<file path="src/rtl/conv_mac_accumulator_pkg.sv">
// Shared constants and helpers for the LeNet accumulate/rescale datapath.
// Used by the conv accumulator and the fully-connected layer.
package lenet_acc_pkg;
   localparam int DWIDTH = 16;
   localparam int PWIDTH = 32;
   localparam int ACC_W  = 40;
   localparam int FRAC   = 15;

   localparam logic [DWIDTH-1:0] Q_MAX = 16'h7FFF;
   localparam logic [DWIDTH-1:0] Q_MIN = 16'h8000;

   // Counter width for n states; never below 1 so NTAPS=1 still has a register.
   function automatic int clog2(input int n);
      int w;
      w = 1;
      while ((1 << w) < n) w++;
      return w;
   endfunction
endpackage

</file>
<file path="src/rtl/conv_mac_accumulator_if.sv">
// Tap input stream and result output stream of the conv accumulator.
interface conv_mac_accumulator_if;
   import lenet_acc_pkg::*;

   logic [PWIDTH-1:0] p_in;
   logic              p_valid;
   logic              p_ready;
   logic [DWIDTH-1:0] bias_in;
   logic [DWIDTH-1:0] dout;
   logic              dout_valid;
   logic              dout_ready;
   logic              busy;

   modport master (
      output p_in, p_valid, bias_in, dout_ready,
      input  p_ready, dout, dout_valid, busy
   );

   modport slave (
      input  p_in, p_valid, bias_in, dout_ready,
      output p_ready, dout, dout_valid, busy
   );
endinterface

</file>
<file path="src/rtl/conv_mac_accumulator_acc_rescale_sat.sv">
// Combinational Q2.30-sum to Q1.15 rescale (floor shift) with saturation.
// Define CONV_ACC_RELU_EN to clamp negative results to zero after saturation.
module acc_rescale_sat
   import lenet_acc_pkg::*;
(
   input  logic signed [ACC_W-1:0]  sum,
   output logic        [DWIDTH-1:0] res
);
   localparam int RW = ACC_W - FRAC;

   logic [RW-1:0]        r;
   logic [RW-DWIDTH:0]   hi;
   logic [DWIDTH-1:0]    sat;

   // Arithmetic shift gives the same bits as slicing [30:15] of a product.
   assign r  = RW'(sum >>> FRAC);
   assign hi = r[RW-1:DWIDTH-1];

   always_comb begin
      sat = r[DWIDTH-1:0];
      if (!((&hi) || (~|hi)))
         sat = r[RW-1] ? Q_MIN : Q_MAX;
`ifdef CONV_ACC_RELU_EN
      res = sat[DWIDTH-1] ? '0 : sat;
`else
      res = sat;
`endif
   end
endmodule

</file>
<file path="src/rtl/conv_mac_accumulator.sv">
// Accumulates NTAPS products plus bias per kernel window, then rescales into
// a valid/ready output register. Build option CONV_ACC_RELU_EN (in acc_rescale_sat).
module conv_mac_accumulator
   import lenet_acc_pkg::*;
#(
   parameter int NTAPS = 25
) (
   input logic                   clk,
   input logic                   rst_n,
   conv_mac_accumulator_if.slave bus
);
   localparam int             CW   = clog2(NTAPS);
   localparam logic [CW-1:0]  LAST = CW'(NTAPS - 1);

   logic [CW-1:0]            tap_cnt;
   logic signed [ACC_W-1:0]  acc;
   logic signed [ACC_W-1:0]  acc_base;
   logic signed [ACC_W-1:0]  sum;
   logic [DWIDTH-1:0]        res;
   logic [DWIDTH-1:0]        dout_r;
   logic                     dout_valid_r;
   logic                     p_ready;
   logic                     accept;
   logic                     first;
   logic                     last;

   assign p_ready = !dout_valid_r || bus.dout_ready;
   assign accept  = bus.p_valid && p_ready;
   assign first   = (tap_cnt == '0);
   assign last    = (tap_cnt == LAST);

   // First tap seeds with the bias in Q2.30, dropping whatever acc held.
   assign acc_base = first ? {{(ACC_W-DWIDTH-FRAC){bus.bias_in[DWIDTH-1]}}, bus.bias_in, {FRAC{1'b0}}}
                           : acc;
   assign sum      = acc_base + {{(ACC_W-PWIDTH){bus.p_in[PWIDTH-1]}}, bus.p_in};

   acc_rescale_sat u_rescale (
      .sum (sum),
      .res (res)
   );

   always_ff @(posedge clk) begin
      if (!rst_n) begin
         acc          <= '0;
         tap_cnt      <= '0;
         dout_r       <= '0;
         dout_valid_r <= 1'b0;
      end else begin
         if (accept) begin
            acc     <= sum;
            tap_cnt <= last ? '0 : tap_cnt + 1'b1;
         end
         // A new result wins over a same-cycle drain, keeping valid high.
         if (accept && last) begin
            dout_r       <= res;
            dout_valid_r <= 1'b1;
         end else if (dout_valid_r && bus.dout_ready) begin
            dout_valid_r <= 1'b0;
         end
      end
   end

   assign bus.p_ready    = p_ready;
   assign bus.dout       = dout_r;
   assign bus.dout_valid = dout_valid_r;
   assign bus.busy       = (tap_cnt != '0);
endmodule

</file>
<file path="src/flat_wrapper.sv">
// flat-port wrapper written by rule: the top's interface ports become plain ports
module conv_mac_accumulator_flat import lenet_acc_pkg::*;
#(
   parameter int NTAPS = 25
)
  (clk, rst_n, bus_p_in, bus_p_valid, bus_bias_in, bus_dout_ready, bus_p_ready, bus_dout, bus_dout_valid, bus_busy);
  conv_mac_accumulator_if bus_i ();
  input logic clk;
  input logic rst_n;
  input wire logic [$bits(bus_i.p_in)-1:0] bus_p_in;
  input wire logic [$bits(bus_i.p_valid)-1:0] bus_p_valid;
  input wire logic [$bits(bus_i.bias_in)-1:0] bus_bias_in;
  input wire logic [$bits(bus_i.dout_ready)-1:0] bus_dout_ready;
  output wire logic [$bits(bus_i.p_ready)-1:0] bus_p_ready;
  output wire logic [$bits(bus_i.dout)-1:0] bus_dout;
  output wire logic [$bits(bus_i.dout_valid)-1:0] bus_dout_valid;
  output wire logic [$bits(bus_i.busy)-1:0] bus_busy;
  assign bus_i.p_in = bus_p_in;
  assign bus_i.p_valid = bus_p_valid;
  assign bus_i.bias_in = bus_bias_in;
  assign bus_i.dout_ready = bus_dout_ready;
  assign bus_p_ready = bus_i.p_ready;
  assign bus_dout = bus_i.dout;
  assign bus_dout_valid = bus_i.dout_valid;
  assign bus_busy = bus_i.busy;
  conv_mac_accumulator #(.NTAPS(NTAPS)) u_core (.clk(clk), .rst_n(rst_n), .bus(bus_i));
endmodule
</file>
<file path="config.mk">
export PLATFORM = sky130hd
export DESIGN_NAME = conv_mac_accumulator_flat
export DESIGN_NICKNAME = d
export VERILOG_FILES = /design/src/rtl/conv_mac_accumulator_pkg.sv /design/src/rtl/conv_mac_accumulator_if.sv /design/src/rtl/conv_mac_accumulator_acc_rescale_sat.sv /design/src/rtl/conv_mac_accumulator.sv /design/src/flat_wrapper.sv
export SDC_FILE = /design/constraint.sdc
export NUM_CORES = 1
export LEC_CHECK = 0
export ABC_AREA = 1
export CORE_MARGIN = 4
export CORE_UTILIZATION = 41
export DETAILED_ROUTE_END_ITERATION = 6
export GPL_TIMING_DRIVEN = 0
export HOLD_SLACK_MARGIN = 0.05
export PLACE_DENSITY = 0.64
export SYNTH_ARGS = -nofsm -noshare
export SYNTH_HDL_FRONTEND = slang
export SYNTH_SLANG_ARGS = --single-unit
</file>
<file path="constraint.sdc">
create_clock -name clk -period 10.1 [get_ports clk]
set_input_delay 1.01 -clock clk [delete_from_list [all_inputs] [get_ports clk]]
set_output_delay 1.01 -clock clk [all_outputs]
set_load 0.005 [all_outputs]
</file>
Yosys cells after proc, flatten, opt, wreduce, memory -nomap -nowiden
Index checks and enable logic that the tools add are counted.
{ "word_totals": {"register_bits": 62, "output_inout_bits": 19, "wordCells": 25} }
{ "op_classes": {"n_addsub": 2, "eq_ne": 1, "mux": 6, "reduce_logical": 12} }
{ "op_table": {"columns": ["operator", "n"], "rows": [
  ["40-bit adder", 1],
  ["40-bit two-way mux", 1],
  ["16-bit two-way mux", 2],
  ["10-bit AND reduction", 1],
  ["10-bit OR reduction", 1],
  ["5-bit by 1-bit adder with 5-bit output (second input constant)", 1],
  ["5-bit == test (second input constant)", 1],
  ["5-bit logical NOT", 1],
  ["5-bit two-way mux", 1],
  ["5-bit nonzero test", 1],
  ["1-bit logical AND", 3],
  ["1-bit logical NOT", 2],
  ["1-bit logical OR", 2],
  ["1-bit two-way mux", 2],
  ["2-bit nonzero test", 1]
]} }

Logic depth before layout (Yosys ltp)
Gate-level depths: netlist (run 1).
{ "logic_depth": {"depth_word": 7, "ltp_mapped": 26, "ltp_nobuf": 24} }

Modules after synthesis
From an unflattened synthesis (run 1), not the netlist that was laid out.
{ "hier_totals": {"hier_cells": 1066, "area_unflattened_um2": 5929.4} }
{ "modules_own_cells": {"columns": ["module", "instances", "cells_each", "area_per_inst_um2"], "rows": [
  ["conv_mac_accumulator", 1, 1013, 5701.7],
  ["acc_rescale_sat", 1, 53, 227.7]
]} }

Worst setup path after synthesis (run 1)
Ideal clock, no wire load.
{ "synth_path": {"path_type": "reg2reg", "startpoint": "reg u_core.tap_cnt[0]", "endpoint": "reg u_core.dout_r[10] (netlist: u_core.bus.dout[10])", "setup_ns": 0.122, "arrival_ns": 3.292, "required_ns": 9.978, "slack_ns": 6.687, "path_stages_with_launch": 25, "path_buffers": 2, "synth_period_minus_slack_ns": 3.413, "cell_sequence": "dfxtp_1 inv_1 ha_1 nand4_1 clkinv_1 clkbuf_1 nor2_1 ha_1 fa_1 nand2_1 nand2_1 and2_4 nand2_1 nand2_2 nand2_1 nand3b_2 nand2_2 nand2_1 nand2_1 nand2_1 nor2_2 nand3_4 a21oi_4 buf_12 a21oi_2"} }
{ "synth_between": {"elab_chain_cells": 7} }
{ "synth_lines": {"columns": ["item", "line", "text"], "rows": [
  ["start, declared", "conv_mac_accumulator.sv:15", "logic [CW-1:0] tap_cnt;"],
  ["start signal, assigned", "conv_mac_accumulator.sv:51", "tap_cnt <= last ? '0 : tap_cnt + 1'b1;"],
  ["5-bit logical NOT", "conv_mac_accumulator.sv:29", "assign first = (tap_cnt == '0);"],
  ["40-bit two-way mux", "conv_mac_accumulator.sv:33", "assign acc_base = first ? {{(ACC_W-DWIDTH-FRAC){bus.bias_in[DWIDTH-1]}}, bus.bias_in, {FRAC{1'b0}}}"],
  ["40-bit adder", "conv_mac_accumulator.sv:35", "assign sum = acc_base + {{(ACC_W-PWIDTH){bus.p_in[PWIDTH-1]}}, bus.p_in};"],
  ["10-bit OR reduction", "conv_mac_accumulator_acc_rescale_sat.sv:21", "if (!((&hi) || (~|hi)))"],
  ["1-bit logical NOT", "conv_mac_accumulator_acc_rescale_sat.sv:21", null],
  ["1-bit logical OR", "conv_mac_accumulator_acc_rescale_sat.sv:21", null],
  ["16-bit two-way mux", "conv_mac_accumulator_acc_rescale_sat.sv:21", null],
  ["end signal, assigned", "conv_mac_accumulator.sv:55", "dout_r <= res;"],
  ["end, declared", "conv_mac_accumulator.sv:20", "logic [DWIDTH-1:0] dout_r;"]
]} }
Parallel ways exist; a longest one is shown, timed or not.
A chain may end at the register's enable or synchronous reset.

Final worst setup path (run 1)
{ "layout_path": {"startpoint": "reg u_core.tap_cnt[0]", "endpoint": "reg u_core.dout_r[9] (netlist: u_core.bus.dout[9])"} }
The elaborated chain is that of the path after synthesis.

==> results of run 1 <==
-- power by group --
part / leakage (µW) / total, µW / switching (µW) / internal [µW]
Sequential: 0.000510 / 272 / 6.34 / 266
Clock: 0.000141 / 317 / 121 / 196
Combinational: 0.00305 / 448 / 294 / 154
-- stage by stage --
stage	utilization, %	power (µW)	setup slack, ns	std cells	hold slack [ns]
floorplan	-	599	6.69	999	0.430
global placement	48.9	716	5.67	1249	0.442
detailed placement	48.9	718	5.70	1249	0.453
CTS	51.0	1040	5.66	1264	0.462
global route	51.0	1110	5.38	1264	0.493
finish	51.0	1040	5.71	1264	0.455
-- flip-flops by register name (all words and copies together), names as in the netlist --
register	cells
u_core.tap_cnt	5
u_core.bus.dout	16
u_core.bus.dout_valid	1
u_core.acc	40
-- final timing paths --
kind | start | slack, ns | to
setup reg to reg | u_core.tap_cnt[0]$_SDFFE_PN0P_ | 5.71 | u_core.bus.dout[9]$_SDFFE_PN0P_
hold / removal | u_core.acc[0]$_SDFFE_PN0P_ | 0.46 | u_core.acc[0]$_SDFFE_PN0P_
setup / recovery | u_core.tap_cnt[0]$_SDFFE_PN0P_ | 5.71 | u_core.bus.dout[9]$_SDFFE_PN0P_
hold reg to reg | u_core.acc[0]$_SDFFE_PN0P_ | 0.46 | u_core.acc[0]$_SDFFE_PN0P_
-- routing by layer --
layer  routed length [µm]  global-route usage [%]  up-vias
li1                     -                       -     3286
met1                 9120                    32.3     2712
met2                 7580                    34.3      167
met3                 1090                    3.88       16
met4                  251                    5.24        0
met5                    0                       0        -
-- final cells by class --
class                      count  area, µm²  share of cell area [%]
clock buffer                  11        243                    3.40
clock inverter                 4       47.5                   0.666
timing repair buffer          70        701                    9.82
tap                          180        225                    3.16
multi-input combinational    727       3860                    54.1
inverter                     187        702                    9.84
sequential                    62       1240                    17.4
buffer                        23        119                    1.67
-- cell usage in the layout, fill, tap and decap left out, types with 3 or more instances in the layout --
cell,Yosys,routed
a31oi_1,7,7
nand3_2,6,6
ha_1,41,41
clkbuf_16,0,9
inv_1,186,186
a21oi_1,77,77
dfxtp_1,62,62
xor2_1,21,21
nor2_2,11,11
nor2_4,3,3
clkdlybuf4s50_1,0,70
nor3_1,7,7
xnor2_1,8,8
a21oi_2,10,10
nand2_2,28,28
o21bai_1,6,6
nor2_1,70,70
clkbuf_1,20,21
o21ai_0,89,89
nand4_1,3,3
nand3_1,37,37
nand2_1,288,288
-- cells by family after synthesis --
| logic type | count (synthesis) | synth area share (%) |
|---|---|---|
| flops | 62 | 21.0 |
| simple gates | 464 | 34.3 |
| fa+ha+maj | 42 | 9.01 |
| compound gates | 192 | 17.5 |
| xor+xnor | 29 | 4.29 |
| buf+inv | 210 | 13.9 |
-- synth_stat cells, types with 6 or more instances --
library cell  instances  share of area (%)
a21oi_1              77                6.5
a21oi_2              10                1.5
a31oi_1               7               0.74
clkbuf_1             20                1.3
dfxtp_1              62                 21
ha_1                 41                8.7
inv_1               186                 12
nand2_1             288                 18
nand2_2              28                3.0
nand3_1              37                3.1
nand3_2               6                1.0
nor2_1               70                4.4
nor2_2               11                1.2
nor3_1                7               0.59
o21ai_0              89                7.5
o21bai_1              6               0.76
xnor2_1               8                1.2
xor2_1               21                3.1
-- worst min-delay path, cell delays in order (launching register included) --
cell and delay [ns]:
dfxtp_1 0.29, inv_1 0.06, a21oi_1 0.05
==> flow_metrics.tcl, run 1 <==
set metrics [dict create \
    status "finished, final reports clean" \
    synth_edf_count 0 \
    holdCritPathClass "flip-flop to flip-flop" \
    hold_violations 0 \
    cts.sinks 62 \
    hpwl_um 14900 \
    path_cells "inv_1 -> ha_1 -> nand4_1 -> clkinv_1 -> clkbuf_1 -> nand2_1 -> o21ai_0 -> ha_1 -> nand2_1 -> nor2_1 -> nand2_1 -> inv_1 -> nand2_1 -> nand2_1 -> nand2_1 -> nand2_1 -> nand2_1 -> nand2_1 -> nand2_1 -> nor2_4 -> nand3_4 -> a21oi_4 -> buf_12 -> a21oi_2" \
    postCtsResizedCells 0 \
    powerDensity_mw_per_mm2 145 \
    antenna_found_initial 0 \
    crit_type "flip-flop to flip-flop" \
    holdPathStages 2 \
    p_leak_uw 0.00370 \
    post-route-period-util_pct 43.5 \
    tritoncts "built" \
    ys.flop_type "dfxtp_1" \
    tightestPinTransition_ns 0.762 \
    final_nets 1174 \
    antennaDiodeCount 0 \
    holdBufCountCts 0 \
    yosysSeqAreaShare_pct 21.0 \
    vias_per_cell 4.89 \
    cp-end-kind "flip-flop" \
    drv_slew 0 \
    grt_max_degree 11 \
    period_needed_ns 4.39 \
    mappedNetlistNets 1093 \
    grtUsageTotal_pct 22.3 \
    yosysUniqueCellTypes 36 \
    overflow 0 \
    cts_made_buffers 9 \
    drtPass1Iterations 5 \
    clk_latency_ns 0.34 \
    rsz0062_at_grt "false" \
    cpMaxStageDelayCell "ha_1" \
    worstSetupPathDepth 24 \
    cts-htree-levels 3 \
    yosysWarnings 0 \
    cts-root-buf "clkbuf_16" \
    grt_pass1_wl_um 28600 \
    required_ns 10.32 \
    cp_common_cell "nand2_1" \
    drive_gt1_share_pct 7.38 \
    maxCapViolCount 0 \
    cts_buffer_depth 2 \
    place_area_mm2 0.00684 \
    avgSynthCellArea_um2 5.92 \
    cp-start-kind "flip-flop" \
    dieArea_mm2 0.0164 \
    fin_area_mm2 0.00713 \
    fmax_ghz 0.228 \
    crit_arrival_ns 4.61 \
    io_buffers 70 \
    max-vdd-ir-drop_mv 0.0787 \
    fin_tns_setup_ns 0 \
    core_area_mm2 0.0140 \
    io_pins 71 \
    start_util_pct 42.3 \
    maxSlewHeadroom_pct 49.2 \
    synth_cells 999 \
    synth-seq-cells 62 \
    drtIter0Drc 534 \
    crit_buf_inv 5 \
    worst-r2r-cell-count 24 \
    place.gp.congestion 0.960 \
    wl_um 18000 \
    ant_nets 0 \
    async_reset_ff_share_pct 0 \
    drc 0 \
    path_clk_slew_ns 0.05 \
    nFillCells 1494 \
    netlist_area_mm2 0.00592 \
    path_max_fanout 10 \
    path_delay_family "simple AND/OR/NAND/NOR gates" \
    final-setup-viol-count 0 \
    fin_worst_skew_ns 0.0105 \
    std_cell_rows 43 \
    grt_pass1_vias 5588 \
    routedWlPerCell_um 14.3 \
    slowest_delay_ns 0.43 \
    fp.dieW_um 128 \
    area_growth_pct 20.5 \
    dieHeight_um 128 \
    vias 6181 \
    post-cts-setup-buffers 0 \
]
No activity file was read; power rests on OpenSTA's default activity.
==> run 2: changes to the inputs <==
PLACE_DENSITY = 0.66   (was 0.64)
clock period = 3.65 ns   (was 10.1 ns; I/O delays follow)
==> flow_metrics.tcl, run 2 (synthesis results as in run 1) <==
set metrics [dict create \
    status "finished, final reports clean" \
    start_util_pct 42.3 \
    p_sw_share_pct 41.0 \
    cts_buffer_depth 2 \
    std_cell_rows 43 \
    grt_max_degree 12 \
    nFillCells 1326 \
    fmax_ghz 0.283 \
    maxSlewHeadroom_pct 47.3 \
    crit_type "flip-flop to flip-flop" \
    holdCritPathClass "flip-flop to flip-flop" \
    io_pins 71 \
    antennaDiodeCount 0 \
    pwr-share-comb_pct 49.8 \
    cts-root-buf "clkbuf_16" \
    cpMaxStageDelayCell "ha_1" \
    fin_worst_skew_ns 0.00720 \
    required_ns 3.88 \
    fin_area_mm2 0.00835 \
    final_nets 1213 \
    antenna_found_initial 0 \
    path_cells "inv_2 -> ha_4 -> nand4_1 -> buf_6 -> clkinv_8 -> buf_6 -> nand2_1 -> o21ai_0 -> ha_1 -> a21oi_2 -> nand2_1 -> o21bai_2 -> a21oi_2 -> nand3_1 -> nand2_2 -> nand2_2 -> nor2_4 -> nand3_4 -> a21oi_4 -> clkbuf_16 -> a21oi_2" \
    final_common_cell "nand2_1" \
    vias_per_cell 5.04 \
    switching_power_uw 1380 \
    internal_power_uw 1990 \
    slowest_delay_ns 0.38 \
    tightestPinTransition_ns 0.787 \
    vias 6567 \
    drv_slew 0 \
    path_clk_slew_ns 0.06 \
    hpwl_um 14600 \
    powerDensity_mw_per_mm2 404 \
    ant_nets 0 \
    multi_input_area_mm2 0.00458 \
    cp-start-kind "flip-flop" \
    regArea_mm2 0.00124 \
    final-setup-viol-count 0 \
    path_max_fanout 10 \
    tritoncts "built" \
    cts.sinks 62 \
    drc 0 \
    maxCapViolCount 0 \
    hold_violations 0 \
    p_leak_uw 0.00407 \
    cp_common_cell "a21oi_2" \
    grt_pass1_vias 5667 \
    p_clk_share_pct 27.9 \
    cp-end-kind "flip-flop" \
    grt_pass1_wl_um 28500 \
    place.gp.congestion 0.957 \
    drtPass1Iterations 6 \
    pre_cts_slack_ns -0.760 \
    max-vdd-ir-drop_mv 0.269 \
    dieHeight_um 128 \
    crit_arrival_ns 3.76 \
    routedWlPerCell_um 15.2 \
    dieArea_mm2 0.0164 \
    drtIter0Drc 525 \
    area_growth_pct 41.1 \
    cts_made_buffers 9 \
    clk_latency_ns 0.35 \
    period_needed_ns 3.53 \
    whs_ns 0.467 \
    drive_gt1_share_pct 25.0 \
    overflow 0 \
    final_cell_mix "234 x nand2_1, 178 x inv_1, 76 x nand2_2" \
    cts-htree-levels 3 \
    grtUsageTotal_pct 22.1 \
    post-route-period-util_pct 96.8 \
    fp.dieW_um 128 \
    core_area_mm2 0.0140 \
    largest_reg_flops 40 \
    place_area_mm2 0.00684 \
    pwr-share-seq_pct 22.3 \
    regMostFlops "u_core.acc" \
    setup_ws_ns 0.118 \
    wl_um 19800 \
    io_buffers 70 \
]
[run 2: cell types whose count changed in the layout (fill, tap and decap cells not counted), sizes merged]
cell	change
buf	+39
clkbuf	-2
clkinv	+2
bufinv	+1
[run 2: cell type report]
class / count / area share (%)
tap: 180 / 2.70
sequential: 62 / 14.9
multi-input combinational: 727 / 54.8
clock inverter: 6 / 1.03
clock buffer: 10 / 2.74
buffer: 23 / 2.17
timing repair buffer: 108 / 12.9
inverter: 187 / 8.58
timing repair inverter: 1 / 0.195
[run 2: timing repair]
action                     in CTS  in global routing
setup endpoints to repair      27                 15
hold endpoints to repair        0                  0
pin swaps                       4                 63
gates resized for setup        44                200
hold buffers                    0                  0
setup buffers                   5                 29
cloned                          0                  5
[run 2: layer usage]
metal / part of all wire [%] / vias to the layer above / global-route usage, %
met1: 47 / 2963 / 31.4
met3: 5.9 / 26 / 2.83
li1: - / 3364 / -
met4: 2.1 / 0 / 7.62
met2: 45 / 214 / 34.5
met5: 0 / - / 0
[run 2: critical path, delay by kind of cell (launching register included)]
kind | cells | cell delay [ns]
AOI/OAI and AO/OA | 6 | 1.05
adders and majority gates | 2 | 0.53
buffers and inverters | 5 | 0.68
DFF | 1 | 0.34
and+or+nand+nor | 8 | 0.79
[run 2: final timing paths]
path	from	end	slack [ns]	cells after the start
setup / recovery	u_core.tap_cnt[0]$_SDFFE_PN0P_	u_core.bus.dout[11]$_SDFFE_PN0P_	0.12	21
setup reg to reg	u_core.tap_cnt[0]$_SDFFE_PN0P_	u_core.bus.dout[11]$_SDFFE_PN0P_	0.12	21
hold / removal	u_core.acc[2]$_SDFFE_PN0P_	u_core.acc[2]$_SDFFE_PN0P_	0.47	2
hold reg to reg	u_core.acc[2]$_SDFFE_PN0P_	u_core.acc[2]$_SDFFE_PN0P_	0.47	2
[run 2: through the flow]
stage	utilization, %	power (µW)	setup TNS [ns]	std cells
after floorplan	-	1660	0	999
after global placement	48.9	1980	-11.62	1249
after detailed placement	48.9	1990	-11.60	1249
after CTS	52.4	2990	0	1270
after global routing	59.7	3560	-0.637	1304
final	59.7	3380	0	1304
[run 2: power groups by stage]
stage          clock [µW]  combinational (µW)  sequential, µW
2_1_floorplan           0                 894             763
3_3_place_gp            0                1210             767
3_5_place_dp            0                1220             768
4_1_cts               949                1280             753
5_1_grt               970                1840             758
6_report              941                1680             754
